$ cat src/rtl/brisc_pkg.sv
// ============================================================================
// Module      : brisc_pkg
// Description : Shared constants and types for the brisc pipeline, including
//               the skid-buffer handshake state encoding.
// Revision    : 1.0 - initial release
// ============================================================================
`default_nettype none

package brisc_pkg;

  // Architectural datapath width
  localparam int XLEN = 32;

  // Occupancy states of the two-entry skid register slice
  typedef enum logic [1:0] {
    SKID_EMPTY,
    SKID_BUSY,
    SKID_FULL
  } skid_state_e;

endpackage : brisc_pkg

`default_nettype wire

$ cat src/rtl/pipe_skid_ctrl.sv
// ============================================================================
// Module      : pipe_skid_ctrl
// Description : Occupancy state machine for the skid register slice. Produces
//               registered in_ready/out_valid and the load enables used by the
//               datapath registers in the parent.
// Revision    : 1.0 - initial release
// ============================================================================
`default_nettype none

module pipe_skid_ctrl
  import brisc_pkg::*;
(
  input  logic clk,
  input  logic reset_n,
  input  logic flush,
  input  logic in_valid,
  input  logic out_ready,
  output logic in_ready,
  output logic out_valid,
  output logic load_main_in,
  output logic load_main_skid,
  output logic load_skid
);

  skid_state_e state;
  skid_state_e state_nxt;
  logic        in_fire;
  logic        out_fire;

  // Handshakes only use flop outputs on our side, so no ready->ready path exists
  assign in_fire  = in_valid && in_ready;
  assign out_fire = out_valid && out_ready;

  // Next state and register load enables; flush overrides every handshake
  always_comb begin
    state_nxt      = state;
    load_main_in   = 1'b0;
    load_main_skid = 1'b0;
    load_skid      = 1'b0;
    if (flush) begin
      state_nxt = SKID_EMPTY;
    end else begin
      case (state)
        SKID_EMPTY: begin
          if (in_fire) begin
            load_main_in = 1'b1;
            state_nxt    = SKID_BUSY;
          end
        end
        SKID_BUSY: begin
          if (in_fire && out_fire) begin
            load_main_in = 1'b1;
          end else if (in_fire) begin
            load_skid = 1'b1;
            state_nxt = SKID_FULL;
          end else if (out_fire) begin
            state_nxt = SKID_EMPTY;
          end
        end
        SKID_FULL: begin
          if (out_fire) begin
            load_main_skid = 1'b1;
            state_nxt      = SKID_BUSY;
          end
        end
        default: begin
          state_nxt = SKID_EMPTY;
        end
      endcase
    end
  end

  // State register with handshake flags registered from the next state;
  // in_ready stays low in reset and rises on the first edge afterwards
  always_ff @(posedge clk or negedge reset_n) begin
    if (!reset_n) begin
      state     <= SKID_EMPTY;
      in_ready  <= 1'b0;
      out_valid <= 1'b0;
    end else begin
      state     <= state_nxt;
      in_ready  <= (state_nxt != SKID_FULL);
      out_valid <= (state_nxt != SKID_EMPTY);
    end
  end

endmodule : pipe_skid_ctrl

`default_nettype wire

$ cat src/rtl/pipe_skid_buf.sv
// ============================================================================
// Module      : pipe_skid_buf
// Description : Two-entry valid/ready register slice with a one-beat skid
//               register and a saturating consumer-stall counter. All outputs
//               are registered.
// Revision    : 1.0 - initial release
// ============================================================================
`default_nettype none

module pipe_skid_buf
  import brisc_pkg::*;
#(
  parameter int   WIDTH       = XLEN,
  parameter logic RESET_VALUE = 1'b0,
  parameter int   CNT_W       = 16
) (
  input  logic             clk,
  input  logic             reset_n,
  input  logic             flush,
  input  logic             in_valid,
  output logic             in_ready,
  input  logic [WIDTH-1:0] in_data,
  output logic             out_valid,
  input  logic             out_ready,
  output logic [WIDTH-1:0] out_data,
  output logic [CNT_W-1:0] stall_cnt
);

  logic [WIDTH-1:0] skid_data;
  logic             load_main_in;
  logic             load_main_skid;
  logic             load_skid;

  pipe_skid_ctrl u_ctrl (
    .clk            (clk),
    .reset_n        (reset_n),
    .flush          (flush),
    .in_valid       (in_valid),
    .out_ready      (out_ready),
    .in_ready       (in_ready),
    .out_valid      (out_valid),
    .load_main_in   (load_main_in),
    .load_main_skid (load_main_skid),
    .load_skid      (load_skid)
  );

  // Main register drives out_data; refilled from input or from the skid entry
  always_ff @(posedge clk or negedge reset_n) begin
    if (!reset_n) begin
      out_data <= {WIDTH{RESET_VALUE}};
    end else if (load_main_in) begin
      out_data <= in_data;
    end else if (load_main_skid) begin
      out_data <= skid_data;
    end
  end

  // Skid register captures the beat that arrives while the consumer stalls
  always_ff @(posedge clk or negedge reset_n) begin
    if (!reset_n) begin
      skid_data <= {WIDTH{RESET_VALUE}};
    end else if (load_skid) begin
      skid_data <= in_data;
    end
  end

  // Saturating count of cycles where a valid beat waits on the consumer
  always_ff @(posedge clk or negedge reset_n) begin
    if (!reset_n) begin
      stall_cnt <= '0;
    end else if (flush) begin
      stall_cnt <= '0;
    end else if (out_valid && !out_ready && (stall_cnt != {CNT_W{1'b1}})) begin
      stall_cnt <= stall_cnt + CNT_W'(1);
    end
  end

endmodule : pipe_skid_buf

`default_nettype wire

$ cat config.mk
export PLATFORM = sky130hd
export DESIGN_NAME = pipe_skid_buf
export DESIGN_NICKNAME = d
export VERILOG_FILES = /design/src/rtl/brisc_pkg.sv /design/src/rtl/pipe_skid_ctrl.sv /design/src/rtl/pipe_skid_buf.sv
export SDC_FILE = /design/constraint.sdc
export NUM_CORES = 1
export LEC_CHECK = 0
export ABC_AREA = 1
export CAP_MARGIN = 15
export CORE_MARGIN = 10
export CORE_UTILIZATION = 50
export CTS_CLUSTER_DIAMETER = 150
export DETAILED_ROUTE_END_ITERATION = 8
export PLACE_DENSITY = 0.82
export SYNTH_ARGS = -nofsm -noshare
export SYNTH_HDL_FRONTEND = slang
export SYNTH_SLANG_ARGS = --single-unit
$ cat constraint.sdc
create_clock -name clk -period 1.7 [get_ports clk]
set_input_delay 0.17 -clock clk [delete_from_list [all_inputs] [get_ports clk]]
set_output_delay 0.17 -clock clk [all_outputs]
set_load 0.03 [all_outputs]
==> summary.txt <==
Routed wire length per instance: 14.02 um
DR iter-0 viols: 163
Fraction of layout cells with a size suffix above 1: 8.703%
Number of I/O pins: 87
CTS tree: done
Gpl congestion: 0.8485
CTS HTree Levels: 3
Hold slack: 327.2 ps
Initial Utilization: 51.30%
Worst Setup Slack, final: 62.91 ps
Main flop type after synthesis: dfrtp_1
Final Hold Viols: 0
Remaining antenna violation count: 0
Fraction of registers with async set/reset: 100.0%
Layout area overhead: 31.88%
CP endpoint kind: primary output
Core area: 7727 um^2
All-Layer GR Usage: 16.77%
Fin nets: 619
Final setup vio count: 0
Syn_area_per_cell: 8.173 um^2
Met2 usage: 28.96%
DR pass1 iterations: 4
Vias in the first global route: 3513
Clock Latency Late Sink: 350 ps
Synth cell types: 24
Hold Crit Class: input port to async pin
Routing usage on met1: 19.87%
Largest stage delay, worst path: 700 ps
Crit path from: stall_cnt[12]
Rel. slew slack: 64.93%
Clock Skews: 11.85 ps
DR vias: 3480
Status: complete, no violations
Clock transition at path regs: 80 ps
CP max-delay cell: clkdlybuf4s50_1
Worst-path fanout max: 5
Leakage power: 2.625 nW
Crit path cell chain: clkdlybuf4s50_1
Clock Tree Buf Depth: 2
Yosys warns: 0
GRT busiest layer: met2
Seq/Total Area, Yosys: 53.03%
FP Rows: 32
Sink Count: 84
Place WS: 26.66 ps
Total CTS buffers: 9
CP delay by family, top: buffers and inverters
Initial antenna violation count: 0
Reg2Reg Capture Point: stall_cnt[13]
Overall Power: 0.006566 W
Post-synth EDFFs: 0
Inserted Diodes: 0
CTS Root Cell: clkbuf_8
Worst r2r path cells: 10
Max Slew Vio Count: 0
Total grt overflow: 0
DRC: 0
Commonest non-fill, non-tap cell in the layout: nand2_1
Setup TNS: 0 ps
CP Data Required Time: 1530 ps
Chip height: 109.0 um
PwrDens: 1256 nW/um^2
Worst-Margin Slew: 526.1 ps
Fmax: 610.8 MHz
RSZ-0062 raised after global routing: false
Worst Setup Start Kind: flop
GR Layer Usage met3: 3.894%
WP depth: 1
Mapped Cells: 485
Port Buf Inserts: 86
Max_cap viols: 0
Tcrit/Tclk final: 96.30%
Fin crit period: 1637 ps
Setup crit end: stall_cnt[12]
Detailed Route WL: 9645 um
Worst Path Buf+Inv: 1
Reg-to-Reg Start: stall_cnt[0]
Chip width: 109.0 um
Commonest non-fill, non-tap cells in the layout: nand2_1 (168), dfrtp_1 (84), clkdlybuf4s50_1 (73), o21ai_0 (72), inv_1 (45)
Vias per cell: 5.058
Synthesized cell area: 3964 um^2
R2R setup slack: 120 ps
Syn nets: 523
Worst VDD drop: 797.0 uV
Global-route wire length before repair: 16330 um
Largest net degree at the start of global routing: 53
WS Path Type: flop to primary output
CP arrival: 1470 ps
Total die area: 11890 um^2
DP Wirelength: 6938 um
Yosys reg bits: 84
[synthesized netlist by cell type, types with 2 or more instances]
master    number  area [um^2]
dfrtp_1       84         2102
o21ai_1       21        105.1
inv_1         45        168.9
nand4_1       12        75.07
o21ai_0       72        360.4
o21bai_1       2        15.01
nand3_2        2        20.02
inv_2          2        7.510
buf_2          6        30.03
nor2_1        26        97.59
xor2_1         6        52.55
buf_6          9        101.4
nand2_1      168        630.6
clkbuf_1       5        18.77
nand3_1       11        55.05
nor2_4         3        33.78
nand2_2        4        25.02
[stage by stage]
stage / instance area, um^2 / instances / utilization [%]
floorplan: 3964 / 485 / -
global placement: 4990 / 670 / 64.57
detailed placement: 4990 / 670 / 64.57
CTS: 5180 / 687 / 67.03
global route: 5228 / 688 / 67.65
finish: 5228 / 688 / 67.65
[where the power goes]
group	total, W	internal, W	leakage (nW)	switching [W]
Sequential	0.00295	0.00265	1.04	0.000296
Clock	0.00132	0.000581	0.0928	0.000739
Combinational	0.00230	0.000945	1.49	0.00135
Total	0.00657	0.00418	2.62	0.00239
[sequential cells by signal, indices dropped and copies added, names as in the netlist]
name,cells
out_data,32
skid_data,32
stall_cnt,16
u_ctrl.state,2
u_ctrl.in_ready,1
u_ctrl.out_valid,1
[cell families after synthesis]
family / after synthesis / synth area share (%)
compound gates: 96 / 12.28
fa+ha+maj: 1 / 0.3156
simple gates: 229 / 24.46
flops: 84 / 53.03
xor+xnor: 6 / 1.326
buf+inv: 69 / 8.586
[timing repair]
| action | CTS | global route |
|---|---|---|
| pin swaps | 0 | 1 |
| hold endpoints to repair | 37 | 0 |
| gates resized for setup | 4 | 10 |
| setup buffers | 0 | 1 |
| gates cloned | 0 | 0 |
| hold buffers | 1 | 0 |
| endpoints found under the setup margin | 4 | 22 |
[layer usage]
metal	routed length, um	share of wire [%]	vias up
met3	447	4.6	13
li1	-	-	1735
met2	4987	52	77
met5	0	0	-
met1	4071	42	1655
met4	138	1.4	0
[how the worst min path moves through the flow]
stage	start	end	cells after the start
after CTS	reset_n	stall_cnt[6]	2
after detailed placement	reset_n	stall_cnt[6]	1
after floorplan	reset_n	out_data[0]	0
after global routing	reset_n	stall_cnt[6]	2
after global placement	reset_n	stall_cnt[10]	1
final	reset_n	stall_cnt[14]	2
[cell type report]
| cell class | instances | area [um^2] |
|---|---|---|
| inverters | 48 | 182.7 |
| repair buffers | 106 | 1101 |
| flip-flops and latches | 84 | 2102 |
| well taps | 102 | 127.6 |
| clock inverters | 6 | 47.55 |
| multi-input cells | 332 | 1529 |
| clock buffers | 10 | 137.6 |
| fillers | 625 | 2500 |
(Power assumes the default switching activity.)
